## config.mk

```make
export PLATFORM = sky130hd
export DESIGN_NAME = uart_rx_flat
export DESIGN_NICKNAME = d
export VERILOG_FILES = /design/src/rtl/uart_rx_if.sv /design/src/rtl/uart_rx.sv /design/src/flat_wrapper.sv
export SDC_FILE = /design/constraint.sdc
export NUM_CORES = 1
export LEC_CHECK = 0
export CORE_UTILIZATION = 57
export DETAILED_ROUTE_END_ITERATION = 7
export PLACE_DENSITY = 0.78
export RECOVER_POWER = 50
export SLEW_MARGIN = 20
export SYNTH_ARGS = -nofsm -noshare
export SYNTH_HDL_FRONTEND = slang
export SYNTH_SLANG_ARGS = --single-unit
```

## constraint.sdc

```tcl
create_clock -name i_Clock -period 2.1 [get_ports i_Clock]
set_input_delay 0.42 -clock i_Clock [delete_from_list [all_inputs] [get_ports i_Clock]]
set_output_delay 0.42 -clock i_Clock [all_outputs]
set_load 0.01 [all_outputs]
```

## src/rtl/uart_rx_if.sv

```systemverilog
`default_nettype none
// ============================================================================
// Module      : uart_rx_if
// Description : Serial input and receive-side result signals of uart_rx.
//               o_Parity_Err exists only when UART_RX_PARITY_EN is defined.
// Revision    : 1.0 - initial release
// ============================================================================
interface uart_rx_if;
    logic       i_Rx_Serial;
    logic       o_Rx_DV;
    logic [7:0] o_Rx_Byte;
    logic       o_Rx_Active;
    logic       o_Frame_Err;
`ifdef UART_RX_PARITY_EN
    logic       o_Parity_Err;
`endif

    // Receiver side: consumes the line, produces the byte and status strobes.
    modport master (
        input  i_Rx_Serial,
        output o_Rx_DV,
        output o_Rx_Byte,
        output o_Rx_Active,
        output o_Frame_Err
`ifdef UART_RX_PARITY_EN
        ,
        output o_Parity_Err
`endif
    );

    modport slave (
        output i_Rx_Serial,
        input  o_Rx_DV,
        input  o_Rx_Byte,
        input  o_Rx_Active,
        input  o_Frame_Err
`ifdef UART_RX_PARITY_EN
        ,
        input  o_Parity_Err
`endif
    );
endinterface
`default_nettype wire

```

## src/rtl/uart_rx.sv

```systemverilog
`default_nettype none
// ============================================================================
// Module      : uart_rx
// Description : 8N1 UART receiver, LSB first, mid-bit sampling with a
//               one-cycle byte strobe and framing-error strobe.
//               Define UART_RX_PARITY_EN to add a parity bit (8x1 framing).
// Revision    : 1.0 - initial release
// ============================================================================
module uart_rx #(
    parameter int CLKS_PER_BIT = 87,
    parameter int HALF_BIT     = (CLKS_PER_BIT - 1) / 2
`ifdef UART_RX_PARITY_EN
    ,
    parameter bit PARITY_ODD   = 1'b0
`endif
) (
    input  wire logic  i_Clock,
    input  wire logic  i_Rst_n,
    uart_rx_if.master  rx
);

    localparam int                 c_CNT_W = $clog2(CLKS_PER_BIT);
    localparam logic [c_CNT_W-1:0] c_LAST  = c_CNT_W'(CLKS_PER_BIT - 1);
    localparam logic [c_CNT_W-1:0] c_HALF  = c_CNT_W'(HALF_BIT);

    typedef enum logic [2:0] {
        S_IDLE    = 3'd0,
        S_START   = 3'd1,
        S_DATA    = 3'd2,
        S_STOP    = 3'd3,
        S_CLEANUP = 3'd4
`ifdef UART_RX_PARITY_EN
        ,
        S_PARITY  = 3'd5
`endif
    } state_t;

    state_t               r_state, w_state;
    logic                 r_rx_meta, r_rx_s;
    logic [c_CNT_W-1:0]   r_cnt, w_cnt;
    logic [2:0]           r_idx, w_idx;
    logic [7:0]           r_shift, w_shift;
    logic [7:0]           r_byte, w_byte;
    logic                 r_dv, w_dv;
    logic                 r_active, w_active;
    logic                 r_ferr, w_ferr;
`ifdef UART_RX_PARITY_EN
    logic                 r_par, w_par;
    logic                 r_perr, w_perr;
    logic                 w_par_bad;

    assign w_par_bad = (^r_shift) ^ r_par ^ PARITY_ODD;
`endif

    always_ff @(posedge i_Clock or negedge i_Rst_n) begin
        if (!i_Rst_n) begin
            r_rx_meta <= 1'b1;
            r_rx_s    <= 1'b1;
            r_state   <= S_IDLE;
            r_cnt     <= '0;
            r_idx     <= 3'd0;
            r_shift   <= 8'h00;
            r_byte    <= 8'h00;
            r_dv      <= 1'b0;
            r_active  <= 1'b0;
            r_ferr    <= 1'b0;
`ifdef UART_RX_PARITY_EN
            r_par     <= 1'b0;
            r_perr    <= 1'b0;
`endif
        end else begin
            r_rx_meta <= rx.i_Rx_Serial;
            r_rx_s    <= r_rx_meta;
            r_state   <= w_state;
            r_cnt     <= w_cnt;
            r_idx     <= w_idx;
            r_shift   <= w_shift;
            r_byte    <= w_byte;
            r_dv      <= w_dv;
            r_active  <= w_active;
            r_ferr    <= w_ferr;
`ifdef UART_RX_PARITY_EN
            r_par     <= w_par;
            r_perr    <= w_perr;
`endif
        end
    end

    always_comb begin
        w_state  = r_state;
        w_cnt    = r_cnt;
        w_idx    = r_idx;
        w_shift  = r_shift;
        w_byte   = r_byte;
        w_dv     = 1'b0;
        w_active = r_active;
        w_ferr   = 1'b0;
`ifdef UART_RX_PARITY_EN
        w_par    = r_par;
        w_perr   = 1'b0;
`endif
        case (r_state)
            S_IDLE: begin
                w_cnt = '0;
                w_idx = 3'd0;
                if (!r_rx_s) begin
                    w_state  = S_START;
                    w_active = 1'b1;
                end
            end
            S_START: begin
                // Re-check the start bit near its centre to reject short glitches.
                if (r_cnt == c_HALF) begin
                    w_cnt = '0;
                    if (!r_rx_s) begin
                        w_state = S_DATA;
                    end else begin
                        w_state  = S_IDLE;
                        w_active = 1'b0;
                    end
                end else begin
                    w_cnt = r_cnt + 1'b1;
                end
            end
            S_DATA: begin
                if (r_cnt == c_LAST) begin
                    w_cnt          = '0;
                    w_shift[r_idx] = r_rx_s;
                    if (r_idx == 3'd7) begin
                        w_idx   = 3'd0;
`ifdef UART_RX_PARITY_EN
                        w_state = S_PARITY;
`else
                        w_state = S_STOP;
`endif
                    end else begin
                        w_idx = r_idx + 3'd1;
                    end
                end else begin
                    w_cnt = r_cnt + 1'b1;
                end
            end
`ifdef UART_RX_PARITY_EN
            S_PARITY: begin
                if (r_cnt == c_LAST) begin
                    w_cnt   = '0;
                    w_par   = r_rx_s;
                    w_state = S_STOP;
                end else begin
                    w_cnt = r_cnt + 1'b1;
                end
            end
`endif
            S_STOP: begin
                if (r_cnt == c_LAST) begin
                    w_cnt    = '0;
                    w_active = 1'b0;
                    w_state  = S_CLEANUP;
                    w_ferr   = ~r_rx_s;
`ifdef UART_RX_PARITY_EN
                    w_perr   = w_par_bad;
                    if (r_rx_s && !w_par_bad) begin
`else
                    if (r_rx_s) begin
`endif
                        w_dv   = 1'b1;
                        w_byte = r_shift;
                    end
                end else begin
                    w_cnt = r_cnt + 1'b1;
                end
            end
            S_CLEANUP: begin
                // Holding here until the line is high keeps a break from re-triggering.
                if (r_rx_s) begin
                    w_state = S_IDLE;
                end
            end
            default: begin
                w_state  = S_IDLE;
                w_cnt    = '0;
                w_idx    = 3'd0;
                w_active = 1'b0;
            end
        endcase
    end

    assign rx.o_Rx_DV      = r_dv;
    assign rx.o_Rx_Byte    = r_byte;
    assign rx.o_Rx_Active  = r_active;
    assign rx.o_Frame_Err  = r_ferr;
`ifdef UART_RX_PARITY_EN
    assign rx.o_Parity_Err = r_perr;
`endif

endmodule
`default_nettype wire
```

## src/flat_wrapper.sv

```systemverilog
// flat-port wrapper written by rule: the top's interface ports become plain ports
module uart_rx_flat 
#(
    parameter int CLKS_PER_BIT = 87,
    parameter int HALF_BIT     = (CLKS_PER_BIT - 1) / 2

)
  (i_Clock, i_Rst_n, rx_i_Rx_Serial, rx_o_Rx_DV, rx_o_Rx_Byte, rx_o_Rx_Active, rx_o_Frame_Err);
  uart_rx_if rx_i ();
  input  wire logic i_Clock;
  input  wire logic i_Rst_n;
  input wire logic [$bits(rx_i.i_Rx_Serial)-1:0] rx_i_Rx_Serial;
  output wire logic [$bits(rx_i.o_Rx_DV)-1:0] rx_o_Rx_DV;
  output wire logic [$bits(rx_i.o_Rx_Byte)-1:0] rx_o_Rx_Byte;
  output wire logic [$bits(rx_i.o_Rx_Active)-1:0] rx_o_Rx_Active;
  output wire logic [$bits(rx_i.o_Frame_Err)-1:0] rx_o_Frame_Err;
  assign rx_i.i_Rx_Serial = rx_i_Rx_Serial;
  assign rx_o_Rx_DV = rx_i.o_Rx_DV;
  assign rx_o_Rx_Byte = rx_i.o_Rx_Byte;
  assign rx_o_Rx_Active = rx_i.o_Rx_Active;
  assign rx_o_Frame_Err = rx_i.o_Frame_Err;
  uart_rx #(.CLKS_PER_BIT(CLKS_PER_BIT), .HALF_BIT(HALF_BIT)) u_core (.i_Clock(i_Clock), .i_Rst_n(i_Rst_n), .rx(rx_i));
endmodule
```

==> flow_summary.json <==
{
  "insertion_delay_ns": 0.34,
  "cts_setup_buffers": 0,
  "crit_fanout": 9,
  "die_area_sq_mm": 0.003235,
  "grt_max_degree": 35,
  "syn_area_per_cell_sq_um": 11.22,
  "io_pins": 14,
  "synth_ff_type": "dfrtp_1",
  "placedInstanceArea_sq_mm": 0.001876,
  "drv_slew": 0,
  "crit_arrival_ns": 2.12,
  "yosys_warnings": 0,
  "die_y_um": 56.88,
  "finalHoldViolCount": 0,
  "synth_commonest_cells": "dfrtp_1, mux2_2, nand2_1, o21ai_0, nor2_1",
  "finalSetupTns_ns": 0,
  "syn-num-nets": 160,
  "p_leak_nw": 0.8549,
  "clockBufferDepth": 2,
  "dieWidth_um": 56.88,
  "rsz0062_at_grt": "no",
  "tightest_slew_ns": 0.8197,
  "cts.sinks": 34,
  "r2r_end": "u_core.rx.o_Rx_Byte[2]",
  "instances_no_fill": 203,
  "htree_levels": 2,
  "power.total_mw": 1.171,
  "fin_area_sq_mm": 0.001946,
  "max_freq_mhz": 525.4,
  "skew_ns": 0.01633,
  "layout-drive-gt1-share_pct": 23.26,
  "gp_congestion": 0.8927,
  "syn_inst": 153,
  "setup_viol": 0,
  "peakVddDrop_mv": 0.5491,
  "clk_pin_slew_ns": 0.10,
  "drc": 0,
  "grt_remaining_overflow": 0,
  "crit_path_end_kind": "flip-flop",
  "root_buffer": "clkbuf_4",
  "grt_use_total_pct": 23.24,
  "synth.largest_area_cell": "dfrtp_1",
  "wl_per_cell_um": 15.67,
  "maxSlewHeadroom_pct": 45.35,
  "area_delta_synth_final_pct": 13.34,
  "synth.most_common_cell": "dfrtp_1",
  "hold_class": "flip-flop to flip-flop",
  "vias": 1264,
  "p_per_area_mw_per_mm2": 601.8,
  "synth.yosys.seq_area_share_pct": 49.71,
  "fin_nets": 178,
  "timing.hold.ws_ns": 0.3631,
  "yosysUniqueCellTypes": 41,
  "viasPerCell": 6.227,
  "grt_pass1_wl_mm": 5.747,
  "synth-seq-cells": 34,
  "syn_area_sq_mm": 0.001717,
  "final_antenna_net_count": 0,
  "drt_pass1_iterations": 4,
  "diodes": 0,
  "core_sq_mm": 0.002805,
  "cp.required_ns": 2.32,
  "routed_wl_mm": 3.181,
  "synth_area_leaders": "dfrtp_1, mux2_2, nand2_1, dfstp_2, ha_1",
  "min_path_cells": 0,
  "hold_buffers": 0,
  "async_reset_ff_share_pct": 100.0,
  "maxCapViolations": 0,
  "dr.first_iter.drc_count": 50,
  "period_minus_slack_ns": 1.903,
  "min_to": "u_core.r_rx_s",
  "crit_type": "flip-flop to flip-flop",
  "period_share_pct": 90.63,
  "dp_hpwl_mm": 2.238,
  "port_buffers": 13,
  "numCtsBuffers": 5,
  "regToRegSetupSlack_ns": 0.20,
  "status": "complete, no violations",
  "startpoint_type": "flip-flop",
  "antenna_found_initial": 0,
  "hold_path_startpoint": "u_core.r_rx_meta",
  "yosys.area.top_type_share_pct": 46.65,
  "start_util_pct": 61.20,
  "core.rowCount": 19,
  "dp_cells": 195,
  "grt_pass1_vias": 1276,
  "r2r-start": "u_core.r_cnt[0]",
  "ff2ff_path_depth": 6,
  "synth_edf_count": 0,
  "cts_tree": "built"
}
==> state kept, by name, indices dropped and copies added, names as in the netlist <==
register               count
u_core.r_rx_meta           1
u_core.r_idx               3
u_core.rx.o_Rx_DV          1
u_core.rx.o_Frame_Err      1
u_core.r_cnt               7
u_core.r_shift             8
u_core.r_state             3
u_core.rx.o_Rx_Active      1
u_core.rx.o_Rx_Byte        8
u_core.r_rx_s              1
==> worst max path at each step <==
stage                     from                     end  slack (ns)  depth (start not counted)
6_report       u_core.r_cnt[0]  u_core.rx.o_Rx_Byte[2]        0.20                          6
3_5_place_dp   u_core.r_cnt[0]  u_core.rx.o_Rx_Byte[2]        0.16                          6
2_1_floorplan  u_core.r_cnt[0]  u_core.rx.o_Rx_Byte[0]        0.42                          6
4_1_cts        u_core.r_cnt[0]  u_core.rx.o_Rx_Byte[2]        0.14                          6
3_3_place_gp   u_core.r_cnt[0]  u_core.rx.o_Rx_Byte[1]        0.26                          6
5_1_grt        u_core.r_cnt[0]  u_core.rx.o_Rx_Byte[2]        0.04                          6
==> through the flow <==
step	setup WS [ns]	util [%]
2_1_floorplan	0.4226	-
3_3_place_gp	0.2621	66.86
3_5_place_dp	0.1553	66.86
4_1_cts	0.1435	69.13
5_1_grt	0.04079	69.36
6_report	0.1967	69.36
==> per-layer routing <==
metal | vias to the layer above | track usage (%) | part of all wire, %
li1 | 591 | - | -
met1 | 634 | 32.77 | 46
met2 | 35 | 35.29 | 49
met3 | 4 | 5.991 | 4.4
met4 | 0 | 7.317 | 0.91
met5 | - | 0 | 0
==> cell families (layout without fill, tap and decap cells) <==
logic type,count (synthesis),after routing,synth area share [%]
compound gates,27,27,9.695
xor+xnor,4,4,2.041
fa+ha+maj,4,4,2.916
buf+inv,10,29,3.426
flops,34,34,49.71
mux,17,17,11.15
simple gates,57,57,21.06
==> cells in the final DEF (no fill, tap or decap), drive strengths merged, types with 4 or more instances in the layout <==
cell           netlist  routed
nor2b                4       4
dlygate4sd3          0       5
dfrtp               32      32
nand3                5       5
clkbuf               2       7
nand4                7       7
ha                   4       4
nand2               15      15
buf                  5       4
nor3                 5       5
a21oi                6       6
a22oi                4       4
clkdlybuf4s50        0       8
nor2                 7       7
o21ai                8       8
mux2                17      17
==> final cells by class <==
class                   count  area, sq um
clock buffers               6        51.30
clock inverters             2        12.51
fillers                   224        859.6
inverters                   3        11.26
multi-input cells         109        813.3
flip-flops and latches     34        853.3
well taps                  31        38.79
repair buffers             18        165.2
==> power breakdown <==
part / switching [mW] / leakage (nW) / internal [mW] / total (mW)
Sequential: 0.0310 / 0.458 / 0.671 / 0.702
Clock: 0.222 / 0.0343 / 0.161 / 0.383
Combinational: 0.0499 / 0.363 / 0.0355 / 0.0854
==> worst max-delay path, stage by stage (launching register included) <==
cell and delay [ns]:
dfrtp_1 0.44, inv_1 0.08, ha_1 0.15, nand4bb_1 0.21, nor2_1 0.30, nand4_4 0.25
mux2_2 0.37
==> what timing repair did <==
item / in CTS / in global routing
resized for setup: 0 / 1
setup endpoints to repair: 0 / 8
endpoints found under the hold margin: 0 / 0
Note: power is estimated with default switching activity, not from simulation.
